[src/rtl/modulation_pkg.sv]
// rtl/modulation_pkg.sv - constants and types shared by the segment modulation and demodulation stages
package modulation_pkg;

  localparam int SEG_COUNT   = 10;
  localparam int SEG_WIDTH   = 32;
  localparam int MOD_LATENCY = 3;
  localparam int CNT_WIDTH   = 4;

  typedef logic [SEG_WIDTH-1:0] seg_t;
  typedef logic [CNT_WIDTH-1:0] cnt_t;

  localparam cnt_t CNT_DONE = cnt_t'(MOD_LATENCY);

endpackage

[src/rtl/modulation_segment_1.sv]
// rtl/modulation_segment_1.sv - free-running 3-stage adder tree summing ten segments mod 2^32
module modulation_segment_1
  import modulation_pkg::*;
(
  input  logic clk,
  input  logic reset,
  input  seg_t segment_0,
  input  seg_t segment_1,
  input  seg_t segment_2,
  input  seg_t segment_3,
  input  seg_t segment_4,
  input  seg_t segment_5,
  input  seg_t segment_6,
  input  seg_t segment_7,
  input  seg_t segment_8,
  input  seg_t segment_9,
  output seg_t output_bit
);

  seg_t p0, p1, p2, p3, p4;
  seg_t q0, q1, q2;

  // Carries out of bit 31 fall off naturally because every register is seg_t wide.
  always_ff @(posedge clk) begin
    if (reset) begin
      p0         <= '0;
      p1         <= '0;
      p2         <= '0;
      p3         <= '0;
      p4         <= '0;
      q0         <= '0;
      q1         <= '0;
      q2         <= '0;
      output_bit <= '0;
    end else begin
      p0         <= segment_0 + segment_1;
      p1         <= segment_2 + segment_3;
      p2         <= segment_4 + segment_5;
      p3         <= segment_6 + segment_7;
      p4         <= segment_8 + segment_9;
      q0         <= p0 + p1;
      q1         <= p2 + p3;
      q2         <= p4;
      output_bit <= q0 + q1 + q2;
    end
  end

endmodule

[src/rtl/modulation_segment_1_with_control.sv]
// rtl/modulation_segment_1_with_control.sv - segment modulator with start/valid/busy control counter
module modulation_segment_1_with_control
  import modulation_pkg::*;
(
  input  logic clk,
  input  logic reset,
  input  seg_t segment_0,
  input  seg_t segment_1,
  input  seg_t segment_2,
  input  seg_t segment_3,
  input  seg_t segment_4,
  input  seg_t segment_5,
  input  seg_t segment_6,
  input  seg_t segment_7,
  input  seg_t segment_8,
  input  seg_t segment_9,
  input  logic start,
  output seg_t output_bit,
  output logic valid,
  output logic busy
);

  cnt_t counter;

  modulation_segment_1 u_datapath (
    .clk        (clk),
    .reset      (reset),
    .segment_0  (segment_0),
    .segment_1  (segment_1),
    .segment_2  (segment_2),
    .segment_3  (segment_3),
    .segment_4  (segment_4),
    .segment_5  (segment_5),
    .segment_6  (segment_6),
    .segment_7  (segment_7),
    .segment_8  (segment_8),
    .segment_9  (segment_9),
    .output_bit (output_bit)
  );

  // Counts consecutive start-high edges and saturates at the pipeline depth.
  always_ff @(posedge clk) begin
    if (reset || !start) begin
      counter <= '0;
    end else if (counter < CNT_DONE) begin
      counter <= counter + cnt_t'(1);
    end
  end

  assign valid = (counter == CNT_DONE);
  assign busy  = ~valid;

endmodule

[config.mk]
export PLATFORM = sky130hd
export DESIGN_NAME = modulation_segment_1_with_control
export DESIGN_NICKNAME = d
export VERILOG_FILES = /design/src/rtl/modulation_pkg.sv /design/src/rtl/modulation_segment_1.sv /design/src/rtl/modulation_segment_1_with_control.sv
export SDC_FILE = /design/constraint.sdc
export NUM_CORES = 1
export LEC_CHECK = 0
export BUFFER_PORTS_ARGS = -buffer_cell sky130_fd_sc_hd__buf_4
export CAP_MARGIN = 20
export CORE_AREA = 2 2 244 246
export CTS_CLUSTER_DIAMETER = 40
export DETAILED_ROUTE_END_ITERATION = 8
export DIE_AREA = 0 0 246 248
export GPL_TIMING_DRIVEN = 0
export RECOVER_POWER = 50
export SLEW_MARGIN = 0
export SYNTH_ARGS = -nofsm -noshare
export SYNTH_HDL_FRONTEND = slang
export SYNTH_SLANG_ARGS = --single-unit
[constraint.sdc]
create_clock -name clk -period 4.4 [get_ports clk]
set_input_delay 0.22 -clock clk [delete_from_list [all_inputs] [get_ports clk]]
set_output_delay 0.22 -clock clk [all_outputs]
set_load 0.005 [all_outputs]
==> results of run 1 <==
[worst min-delay path, cell delays in order]
cell and delay (ps):
buf_4 80, ha_1 140, nor2b_1 120
[metal layers]
| layer | vias up | GRT usage [%] | share of wire [%] |
|---|---|---|---|
| li1 | 9282 | - | - |
| met1 | 8573 | 28.5 | 47 |
| met2 | 421 | 34.9 | 47 |
| met3 | 74 | 2.04 | 4.4 |
| met4 | 0 | 5.22 | 1.9 |
| met5 | - | 0 | 0 |
[area by class of cell]
class	count	area, um2
antenna	4	10.0
buffer	65	245
clock buffer	56	1300
clock inverter	35	312
fill	5820	32900
inverter	59	221
multi-input combinational	1930	13900
sequential	292	5850
tap	773	967
timing repair buffer	362	2710
[through the flow]
step	hold slack, ps	instance area [um2]
floorplan	370	20300
global placement	425	23900
detailed placement	426	23900
CTS	7.62	25600
global route	56.2	25500
finish	32.1	25500
[power groups by stage]
stage / registers, mW / clock network, mW / logic [mW]
finish: 3.39 / 3.64 / 3.94
global route: 3.44 / 3.84 / 4.39
CTS: 3.40 / 3.71 / 3.97
detailed placement: 3.45 / 0 / 3.93
global placement: 3.45 / 0 / 3.91
floorplan: 3.35 / 0 / 2.66
[registers in the layout, indices dropped and copies added, names as in the netlist]
register	flops
u_datapath.output_bit	32
u_datapath.p3	32
u_datapath.p1	32
u_datapath.q2	32
counter	4
u_datapath.q1	32
u_datapath.p2	32
u_datapath.p0	32
u_datapath.q0	32
u_datapath.p4	32
[kinds of logic (layout without fill, tap and decap cells)]
kind of cell	after synthesis	in the layout	share of synthesized area [%]
fa+ha+maj	287	287	19.2
other cells	0	4	0
compound gates	701	701	23.0
buf+inv	124	577	2.30
xor+xnor	207	207	8.95
simple gates	717	717	16.8
flops	292	292	28.9
mux	18	18	0.963
[how the worst max path moves through the flow]
stage,startpoint,endpoint,slack (ps),cells after the start
2_1_floorplan,u_datapath.q2[1]$_SDFF_PP0_,u_datapath.output_bit[31]$_SDFF_PP0_,1370,12
3_3_place_gp,u_datapath.q2[1]$_SDFF_PP0_,u_datapath.output_bit[31]$_SDFF_PP0_,680,12
3_5_place_dp,u_datapath.q2[1]$_SDFF_PP0_,u_datapath.output_bit[31]$_SDFF_PP0_,740,12
4_1_cts,u_datapath.q2[1]$_SDFF_PP0_,u_datapath.output_bit[31]$_SDFF_PP0_,730,12
5_1_grt,u_datapath.q2[1]$_SDFF_PP0_,u_datapath.output_bit[31]$_SDFF_PP0_,450,12
6_report,u_datapath.q2[1]$_SDFF_PP0_,u_datapath.output_bit[31]$_SDFF_PP0_,690,12
[cell usage in the layout (no fill, tap or decap), types with 10 or more instances in the layout]
cell type | synthesis | layout
o21a_1 | 30 | 32
nand4_1 | 28 | 28
nand3_1 | 35 | 35
nand2_1 | 116 | 116
o21ai_1 | 18 | 15
a21o_1 | 139 | 139
nor2_1 | 298 | 298
nor3_1 | 42 | 42
xor2_1 | 94 | 94
o211ai_1 | 14 | 14
a31oi_1 | 36 | 37
inv_6 | 0 | 14
o21bai_1 | 31 | 32
ha_1 | 248 | 248
nand2b_1 | 20 | 20
and2_1 | 13 | 11
nor2b_1 | 80 | 80
xnor2_1 | 113 | 113
clkbuf_16 | 0 | 50
fa_1 | 39 | 39
and3_1 | 38 | 38
clkbuf_4 | 0 | 37
o21ai_0 | 94 | 97
dfxtp_1 | 292 | 292
a211oi_1 | 25 | 25
o31ai_1 | 10 | 10
inv_1 | 59 | 59
a21oi_1 | 204 | 205
clkbuf_1 | 59 | 71
buf_4 | 0 | 315
[what timing repair did]
action	4_1_cts	5_1_grt
hold buffers	5	0
endpoints found under the hold margin	6	0
endpoints found under the setup margin	0	0
==> summary.md, run 1 <==
| Metric | Value |
|---|---|
| Status | `finished clean` |
| Number of synthesis warnings | `0` |
| Critical-path top delay cell | `fa_1` |
| Num CTS Buffers | `50` |
| Syn_area_per_cell | `8.64 um2` |
| RSZ-0062 raised after global routing | `false` |
| Data required time at the worst endpoint | `4830 ps` |
| Vias | `18.4k` |
| Delay-heaviest family, CP | `compound AO/OA/AOI/OAI gates` |
| Max-slew headroom | `20.3%` |
| Pwr Total | `11.0 mW` |
| Worst Max-Slew Pin Slew | `1190 ps` |
| First-pass GRT wire length | `99.7 mm` |
| Yosys reg bits | `292` |
| # port buffers | `355` |
| Crit path DAT | `4140 ps` |
| Power Density | `430 nW/um2` |
| Final WL | `64.9 mm` |
| Vias in the first global route | `18.2k` |
| Die Wd | `246 um` |
| Reg2reg path depth | `12` |
| PnR worst setup slack | `689 ps` |
| Worst r2r src | `u_datapath.q2[1]$_SDFF_PP0_` |
| Flop2flop setup slack | `690 ps` |
| Total iterations of the first detailed-routing run | `5` |
| EDFF count, synth | `0` |
| Mean routed wirelength per cell | `18.2 um` |
| Worst VDD drop | `0.352 mV` |
| Share of flip-flops with an asynchronous set or reset | `0%` |
| Clock sink total | `292` |
| Largest net degree at the start of global routing | `14` |
| Final setup TNS | `0 ps` |
| Die H | `248 um` |
| Seq/Total Area, Yosys | `28.9%` |
| Cell taking the most area after synthesis | `dfxtp_1` |
| Synthesized area | `20300 um2` |
| Synthesis-to-layout area growth | `26.0%` |
| Core box area | `58500 um2` |
| Switch Pwr | `3.91 mW` |
| Reg-to-Reg End | `u_datapath.output_bit[31]$_SDFF_PP0_` |
| Cells after DPL | `3476` |
| Final Max Slew Viols | `0` |
| Initial Utilization | `34.7%` |
| Iter 0 DRT Violations | `972` |
| Ranking of synthesized cells by area | `dfxtp_1 29%, ha_1 15%, nor2_1 5.5%, a21o_1 5.2%, a21oi_1 5.0%` |
| Crit share post-route | `84.3%` |
| Worst setup SP type | `flip-flop` |
| Nets | `3370` |
| Cells after Synth | `2346` |
| Layout Cells excl Fill | `3576` |
| Setup Viol. Count Final | `0` |
| Drt drc | `0` |
| Hold crit path type | `input port to flip-flop` |
| Htree depth | `2` |
| Crit end category | `flip-flop` |
| Hold depth | `3` |
| CTS tree | `done` |
| Clk root buf | `clkbuf_16` |
| Synth top area share | `28.9%` |
| DP Wirelength | `53.9 mm` |
| Initial antenna violation count | `3` |
| Clock transition at path regs | `50 ps` |
| Worst setup path category | `flip-flop to flip-flop` |
| Cell variety after synth | `82` |
| Die area | `61000 um2` |
| Final Util | `43.7%` |
| Cell with the most instances after synthesis | `nor2_1` |
| Final hold vios | `0` |
| Top Ports | `357` |
| Fmax | `269 MHz` |
| Crit path cell chain | `fa_1 > ha_1 > fa_1 > a21o_1 > a21oi_1 > o21ai_0 > a22oi_1 > a21oi_1 > o21ai_1 > o21ai_0 > xnor2_1 > nor2_1` |
| Antenna Nets Post-Route | `0` |
| Sw Ratio | `35.6%` |
| Post-Place Worst Slack | `740 ps` |
| Static Leak | `12.1 nW` |
| Ys flop type | `dfxtp_1` |
| Combinational share of power | `35.9%` |
| Reg power frac | `30.9%` |
| Critical path buffers and inverters | `0` |
| Slowest Stage Delay on Critical Path | `470 ps` |
| Worst-path fanout max | `5` |
| Clk pwr share | `33.2%` |
| DR vias/cell | `5.13` |
| Maximum capacitance violations | `0` |
| Commonest cells post-synth | `298 x nor2_1, 292 x dfxtp_1, 248 x ha_1, 204 x a21oi_1, 139 x a21o_1` |
| Setup bufs post-CTS | `0` |
| Hold worst-path end | `u_datapath.p0[0]$_SDFF_PP0_` |
| Max Buffers Root-to-Sink | `3` |
| Overflow after GRT | `0` |
| PostCTS Resize Cnt | `0` |
| Int Power | `7.07 mW` |
| Total track usage | `20.8%` |
| Min Tclk post-route | `3710 ps` |
| Clk_lat worst skew | `580 ps` |
| Clock skew | `19.5 ps` |
| Syn nets | `2956` |
| Row count | `89` |
| Hold path startpoint | `segment_1[0]` |
| Share of layout cells above drive strength 1 | `17.1%` |
| Final GP Congestion | `0.895` |
No activity file was read; power rests on OpenSTA's default activity.
==> inputs of run 2 (changes only) <==
clock period = 3 ns   (was 4.4 ns; I/O delays follow)
==> run 2 against run 1 <==
- worst setup slack worse by 810 ps
- register-to-register slack worse by 810 ps
- highest routed layer unchanged
- combinational power is 59% higher
- first-iteration DRC count is 0.10% lower
- global-route usage is 0.39 points higher
- the flow now finishes with violations (negative setup slack)
==> summary.md, run 2 (synthesis results as in run 1) <==
| Metric | Value |
|---|---|
| Status | `complete, but fails checks` |
| Failing checks | `negative setup slack` |
| Htree depth | `2` |
| Clk root buf | `clkbuf_16` |
| Iter 0 DRT Violations | `971` |
| Combinational share of power | `35.6%` |
| Crit path DAT | `3540 ps` |
| Die area | `61000 um2` |
| Hold crit path type | `input port to flip-flop` |
| Most common cell after layout, fill and taps aside | `buf_4` |
| Int Power | `11.5 mW` |
| Die Wd | `246 um` |
| Max Buffers Root-to-Sink | `3` |
| Core box area | `58500 um2` |
| Vias in the first global route | `18.8k` |
| Worst setup SP type | `flip-flop` |
| Share of layout cells above drive strength 1 | `21.0%` |
| Critical path origin | `u_datapath.q0[1]$_SDFF_PP0_` |
| Clk pwr share | `36.0%` |
| Final hold vios | `0` |
| Worst Max-Slew Pin Slew | `1140 ps` |
| ANT cells | `0` |
| Drt drc | `0` |
| Antenna Nets Post-Route | `0` |
| Sw Ratio | `34.4%` |
| Data required time at the worst endpoint | `3410 ps` |
| Reg2reg path depth | `13` |
| Static Leak | `12.5 nW` |
| Power Density | `659 nW/um2` |
| Min Tclk post-route | `3130 ps` |
| Clk_lat worst skew | `580 ps` |
| Largest net degree at the start of global routing | `15` |
| Cells after DPL | `3474` |
| Switch Pwr | `6.04 mW` |
| Vias | `18.7k` |
| CTS tree | `done` |
| Top Ports | `357` |
| Synthesis-to-layout area growth | `31.4%` |
| DP Wirelength | `53.9 mm` |
| RSZ-0062 raised after global routing | `true` |
| Maximum capacitance violations | `0` |
| Hold depth | `3` |
| Total iterations of the first detailed-routing run | `8` |
| Crit path cell chain | `fa_1 > ha_4 > fa_2 > a21o_1 > a21oi_4 > o21ai_2 > a22oi_2 > a21oi_2 > o21ai_2 > buf_6 > o31ai_4 > xnor2_2 > nor2_1` |
| Crit end category | `flip-flop` |
| Worst VDD drop | `0.405 mV` |
| Num CTS Buffers | `51` |
| DR vias/cell | `5.18` |
| Hold path startpoint | `segment_5[1]` |
| Worst hold margin | `12.6 ps` |
| Total track usage | `21.2%` |
| Nets | `3407` |
| Worst r2r src | `u_datapath.q0[1]$_SDFF_PP0_` |
| Final WL | `66.3 mm` |
| Pwr Total | `17.5 mW` |
| # fillers | `5646` |
| Met2 Use GR | `36.3%` |
| Critical-path top delay cell | `fa_1` |
| Mean routed wirelength per cell | `18.4 um` |
| Die H | `248 um` |
| Worst setup path category | `flip-flop to flip-flop` |
| Met3 Use GR | `2.31%` |
| Max-slew headroom | `24.2%` |
| Most frequent cells in the layout | `343 x buf_4, 294 x nor2_1, 282 x dfxtp_1, 241 x ha_1, 194 x a21oi_1` |
| Clock sink total | `292` |
| Initial Utilization | `34.7%` |
| Clock transition at path regs | `60 ps` |
| Overflow after GRT | `0` |
| PnR worst setup slack | `-125 ps` |
| Fmax | `320 MHz` |
| Cell mode on critical path | `o21ai_2` |
| Row count | `89` |
| Flop2flop setup slack | `-130 ps` |
| Slowest Stage Delay on Critical Path | `510 ps` |
| M1 GR Usage | `28.7%` |
| Clock skew | `18.5 ps` |
| Initial antenna violation count | `1` |
| First-pass GRT wire length | `102 mm` |
| Post-Place Worst Slack | `-646 ps` |
| Worst-path fanout max | `4` |
| Setup Viol. Count Final | `12` |
| Final GP Congestion | `0.898` |
| Reg-to-Reg End | `u_datapath.output_bit[29]$_SDFF_PP0_` |
| Layout Cells excl Fill | `3612` |
| Reg power frac | `28.4%` |
| Grt peak-use layer | `met2` |
| Hold worst-path end | `u_datapath.p2[1]$_SDFF_PP0_` |
| # port buffers | `355` |
| Final Max Slew Viols | `0` |
| Crit share post-route | `104%` |
==> run 2: cell types whose count changed in the layout (fill, tap and decap cells not counted), sizes merged <==
cell,delta
clkinv,-1
diode,-4
inv,+2
clkbuf,-13
clkinvlp,-5
buf,+34
bufinv,+9
dlygate4sd3,+14
==> run 2: worst max-delay path by stage <==
stage	cells past startpoint	slack, ps	endpoint
floorplan	12	30	u_datapath.output_bit[31]$_SDFF_PP0_
global placement	11	-620	u_datapath.output_bit[28]$_SDFF_PP0_
detailed placement	11	-650	u_datapath.output_bit[28]$_SDFF_PP0_
CTS	11	-160	u_datapath.output_bit[28]$_SDFF_PP0_
global route	13	-250	u_datapath.output_bit[23]$_SDFF_PP0_
finish	13	-130	u_datapath.output_bit[29]$_SDFF_PP0_
==> run 2: cell type report <==
type,instances,area (um2),share of cell area (%)
timing repair buffer,403,3070,11.5
clock buffer,55,1340,5.04
buffer,60,226,0.851
inverter,59,221,0.832
tap,773,967,3.63
clock inverter,40,563,2.12
multi-input combinational,1930,14400,54.0
sequential,292,5860,22.0
==> run 2: routing by layer <==
metal  up-vias  share of wire, %
met4         0               1.7
li1       9361                 -
met5         -                 0
met1      8836                47
met2       446                47
met3        70               4.0
==> run 2: critical path, delay by kind of cell (launching register included) <==
| kind | cells | cell delay, ps |
|---|---|---|
| AO/OA/AOI/OAI | 7 | 1150 |
| adder cells (fa/ha/maj) | 3 | 1080 |
| flip-flops | 1 | 320 |
| buffers and inverters | 1 | 160 |
| XOR/XNOR | 1 | 160 |
| AND/OR/NAND/NOR | 1 | 70 |
==> run 2: through the flow <==
stage          setup TNS, ps  instance area [um2]  util [%]
2_1_floorplan              0                20300         -
3_3_place_gp          -19240                23900      40.9
6_report                -860                26600      45.5
4_1_cts                 -577                26300      45.1
5_1_grt                -2580                26600      45.5
3_5_place_dp          -24150                23900      40.9
==> run 2: power groups by stage <==
stage                     Combinational [mW]  Sequential (mW)  Clock, mW
final                                   6.25             4.98       6.32
after detailed placement                5.77             5.06          0
after CTS                               6.09             4.99       6.42
after floorplan                         3.90             4.91          0
after global placement                  5.74             5.06          0
after global routing                    6.92             5.05       6.60
==> run 2: timing repair <==
item / CTS / global route
pin swaps: 31 / 44
setup buffers: 16 / 13
setup endpoints to repair: 22 / 39
endpoints found under the hold margin: 17 / 0
hold buffers: 19 / 0
resized for setup: 52 / 50
cloned: 0 / 0
==> inputs of run 3 (changes only) <==
clock period = 3.1 ns   (was 3 ns; I/O delays follow)
==> run 3 against run 2 <==
- the run still ends with negative setup slack left
- sequential power shrank 3%
- critical path depth shrank 2
- worst setup slack gained 74 ps
- via count shrank 1.1%
==> summary.md, run 3 (synthesis results as in run 1) <==
| Metric | Value |
|---|---|
| Iter 0 DRT Violations | `1021` |
| Max Buffers Root-to-Sink | `3` |
| Worst VDD drop | `0.501 mV` |
| First-pass GRT wire length | `100 mm` |
| Vias in the first global route | `18.3k` |
| Die Wd | `246 um` |
| # fillers | `5769` |
| Maximum capacitance violations | `0` |
| Reg power frac | `30.4%` |
| Power Density | `609 nW/um2` |
| Vias | `18.5k` |
| Sw Ratio | `35.8%` |
| Min Tclk post-route | `3150 ps` |
| Setup Viol. Count Final | `1` |
| Worst setup SP type | `flip-flop` |
| Finished layout cell area | `26000 um2` |
| Most common cell after layout, fill and taps aside | `buf_4` |
| Worst-path fanout max | `3` |
| DP Wirelength | `53.9 mm` |
| Slowest Stage Delay on Critical Path | `480 ps` |
| Cells after DPL | `3476` |
| Max-slew headroom | `22.7%` |
| Pwr Total | `15.9 mW` |
| Crit end category | `flip-flop` |
| Hold depth | `4` |
| Static Leak | `12.2 nW` |
| Nets | `3392` |
| Final WL | `65.6 mm` |
| Die area | `61000 um2` |
| Largest net degree at the start of global routing | `14` |
| PnR worst setup slack | `-51.0 ps` |
| Total track usage | `20.9%` |
| Drt drc | `0` |
| Crit path DAT | `3610 ps` |
| Num CTS Buffers | `50` |
| Hold path startpoint | `segment_3[3]` |
| Failing checks | `negative setup slack` |
| Layout Cells excl Fill | `3598` |
| Top Ports | `357` |
| Final setup TNS | `-51.0 ps` |
| Die H | `248 um` |
| Hold worst-path end | `u_datapath.p1[3]$_SDFF_PP0_` |
| Mean routed wirelength per cell | `18.2 um` |
| Clk pwr share | `32.6%` |
| Fmax | `317 MHz` |
| Clk root buf | `clkbuf_16` |
| Worst r2r src | `u_datapath.q1[2]$_SDFF_PP0_` |
| Share of layout cells above drive strength 1 | `19.1%` |
| Overflow after GRT | `0` |
| Final GP Congestion | `0.895` |
| Register area | `5850 um2` |
| Flop2flop setup slack | `-50 ps` |
| Final Max Slew Viols | `0` |
| Status | `complete, but fails checks` |
| Row count | `89` |
| RSZ-0062 raised after global routing | `true` |
| Int Power | `10.2 mW` |
| Reg-to-Reg End | `u_datapath.output_bit[28]$_SDFF_PP0_` |
| Clk_lat worst skew | `580 ps` |
| Initial Utilization | `34.7%` |
| Clock sink total | `292` |
| Multi-input logic area | `14200 um2` |
| Synthesis-to-layout area growth | `28.5%` |
| Worst hold margin | `31.7 ps` |
| Most frequent cells in the layout | `328 x buf_4, 297 x nor2_1, 287 x dfxtp_1, 244 x ha_1, 194 x a21oi_1` |
| Total iterations of the first detailed-routing run | `5` |
| Reg2reg path depth | `11` |
| Core box area | `58500 um2` |
| Htree depth | `2` |
| Switch Pwr | `5.69 mW` |
| Antenna Nets Post-Route | `0` |
| Hold crit path type | `input port to flip-flop` |
| DR vias/cell | `5.14` |
| Critical-path top delay cell | `fa_1` |
| Post-placement cell area | `23900 um2` |
| Worst setup path category | `flip-flop to flip-flop` |
| Clock transition at path regs | `50 ps` |
| Crit path cell chain | `fa_1 > ha_1 > a21o_1 > a21o_1 > a211oi_4 > o31ai_4 > o21ai_4 > a211oi_4 > nor3_2 > o31ai_1 > mux2_2` |
| CTS tree | `done` |
| Crit share post-route | `102%` |
| Initial antenna violation count | `3` |
| Clock skew | `19.8 ps` |
| Data required time at the worst endpoint | `3560 ps` |
| Combinational share of power | `37.0%` |
| Worst Max-Slew Pin Slew | `1160 ps` |
| Final hold vios | `0` |
| # port buffers | `355` |
run 3: changes by cell type in the layout (fill, tap and decap cells not counted), sizes merged:
| cell | previous run | this run |
|---|---|---|
| bufinv | 9 | 0 |
| clkinvlp | 1 | 6 |
| diode | 0 | 4 |
| clkinv | 12 | 13 |
| clkbuf | 148 | 157 |
| buf | 351 | 333 |
| dlygate4sd3 | 19 | 15 |
| inv | 77 | 75 |
run 3: power groups by stage:
stage          combinational (mW)  clock [mW]  sequential, mW
3_3_place_gp                 5.56           0            4.89
4_1_cts                      5.83        5.27            4.83
5_1_grt                      6.53        5.44            4.89
6_report                     5.87        5.17            4.82
3_5_place_dp                 5.58           0            4.90
2_1_floorplan                3.77           0            4.75
run 3: per-stage QoR:
| stage | worst slack [ps] | util, % |
|---|---|---|
| finish | -51.0 | 44.5 |
| global route | -139 | 44.5 |
| CTS | -36.6 | 44.4 |
| detailed placement | -560 | 40.9 |
| global placement | -621 | 40.9 |
| floorplan | 70.9 | - |
run 3: worst max-delay path: cells and delay by family (launching register included):
family | cells | cell delay, ps
muxes | 1 | 380
adders and majority gates | 2 | 770
DFF | 1 | 360
AOI/OAI and AO/OA | 7 | 1440
and+or+nand+nor | 1 | 70
run 3: worst max-delay path by stage:
stage,from,endpoint,slack [ps]
final,u_datapath.q1[2]$_SDFF_PP0_,u_datapath.output_bit[28]$_SDFF_PP0_,-50
after global routing,u_datapath.q1[2]$_SDFF_PP0_,u_datapath.output_bit[28]$_SDFF_PP0_,-140
after CTS,u_datapath.q1[2]$_SDFF_PP0_,u_datapath.output_bit[28]$_SDFF_PP0_,-40
after detailed placement,u_datapath.q2[1]$_SDFF_PP0_,u_datapath.output_bit[31]$_SDFF_PP0_,-560
after global placement,u_datapath.q2[1]$_SDFF_PP0_,u_datapath.output_bit[31]$_SDFF_PP0_,-620
after floorplan,u_datapath.q2[1]$_SDFF_PP0_,u_datapath.output_bit[31]$_SDFF_PP0_,70
run 3: cell type report:
class | count | share of cell area [%]
Antenna cell | 4 | 0.0384
Buffer | 63 | 0.913
Clock buffer | 56 | 5.01
Clock inverter | 35 | 1.20
Inverter | 59 | 0.851
Multi-Input combinational cell | 1930 | 54.6
Sequential cell | 292 | 22.5
Tap cell | 773 | 3.72
Timing Repair Buffer | 386 | 11.2
run 3: what timing repair did:
item                                    CTS  global route
setup buffers                            10             4
endpoints found under the setup margin   20            29
hold buffers                             15             0
gates cloned                              0             0
endpoints found under the hold margin    13             0
pin swaps                                15            23
gates resized for setup                  37            31
run 3: layer usage:
metal,part of all wire [%],GRT usage (%)
met1,47,28.6
met2,47,35.1
met3,4.1,2.04
met4,2.0,5.49
met5,0,0
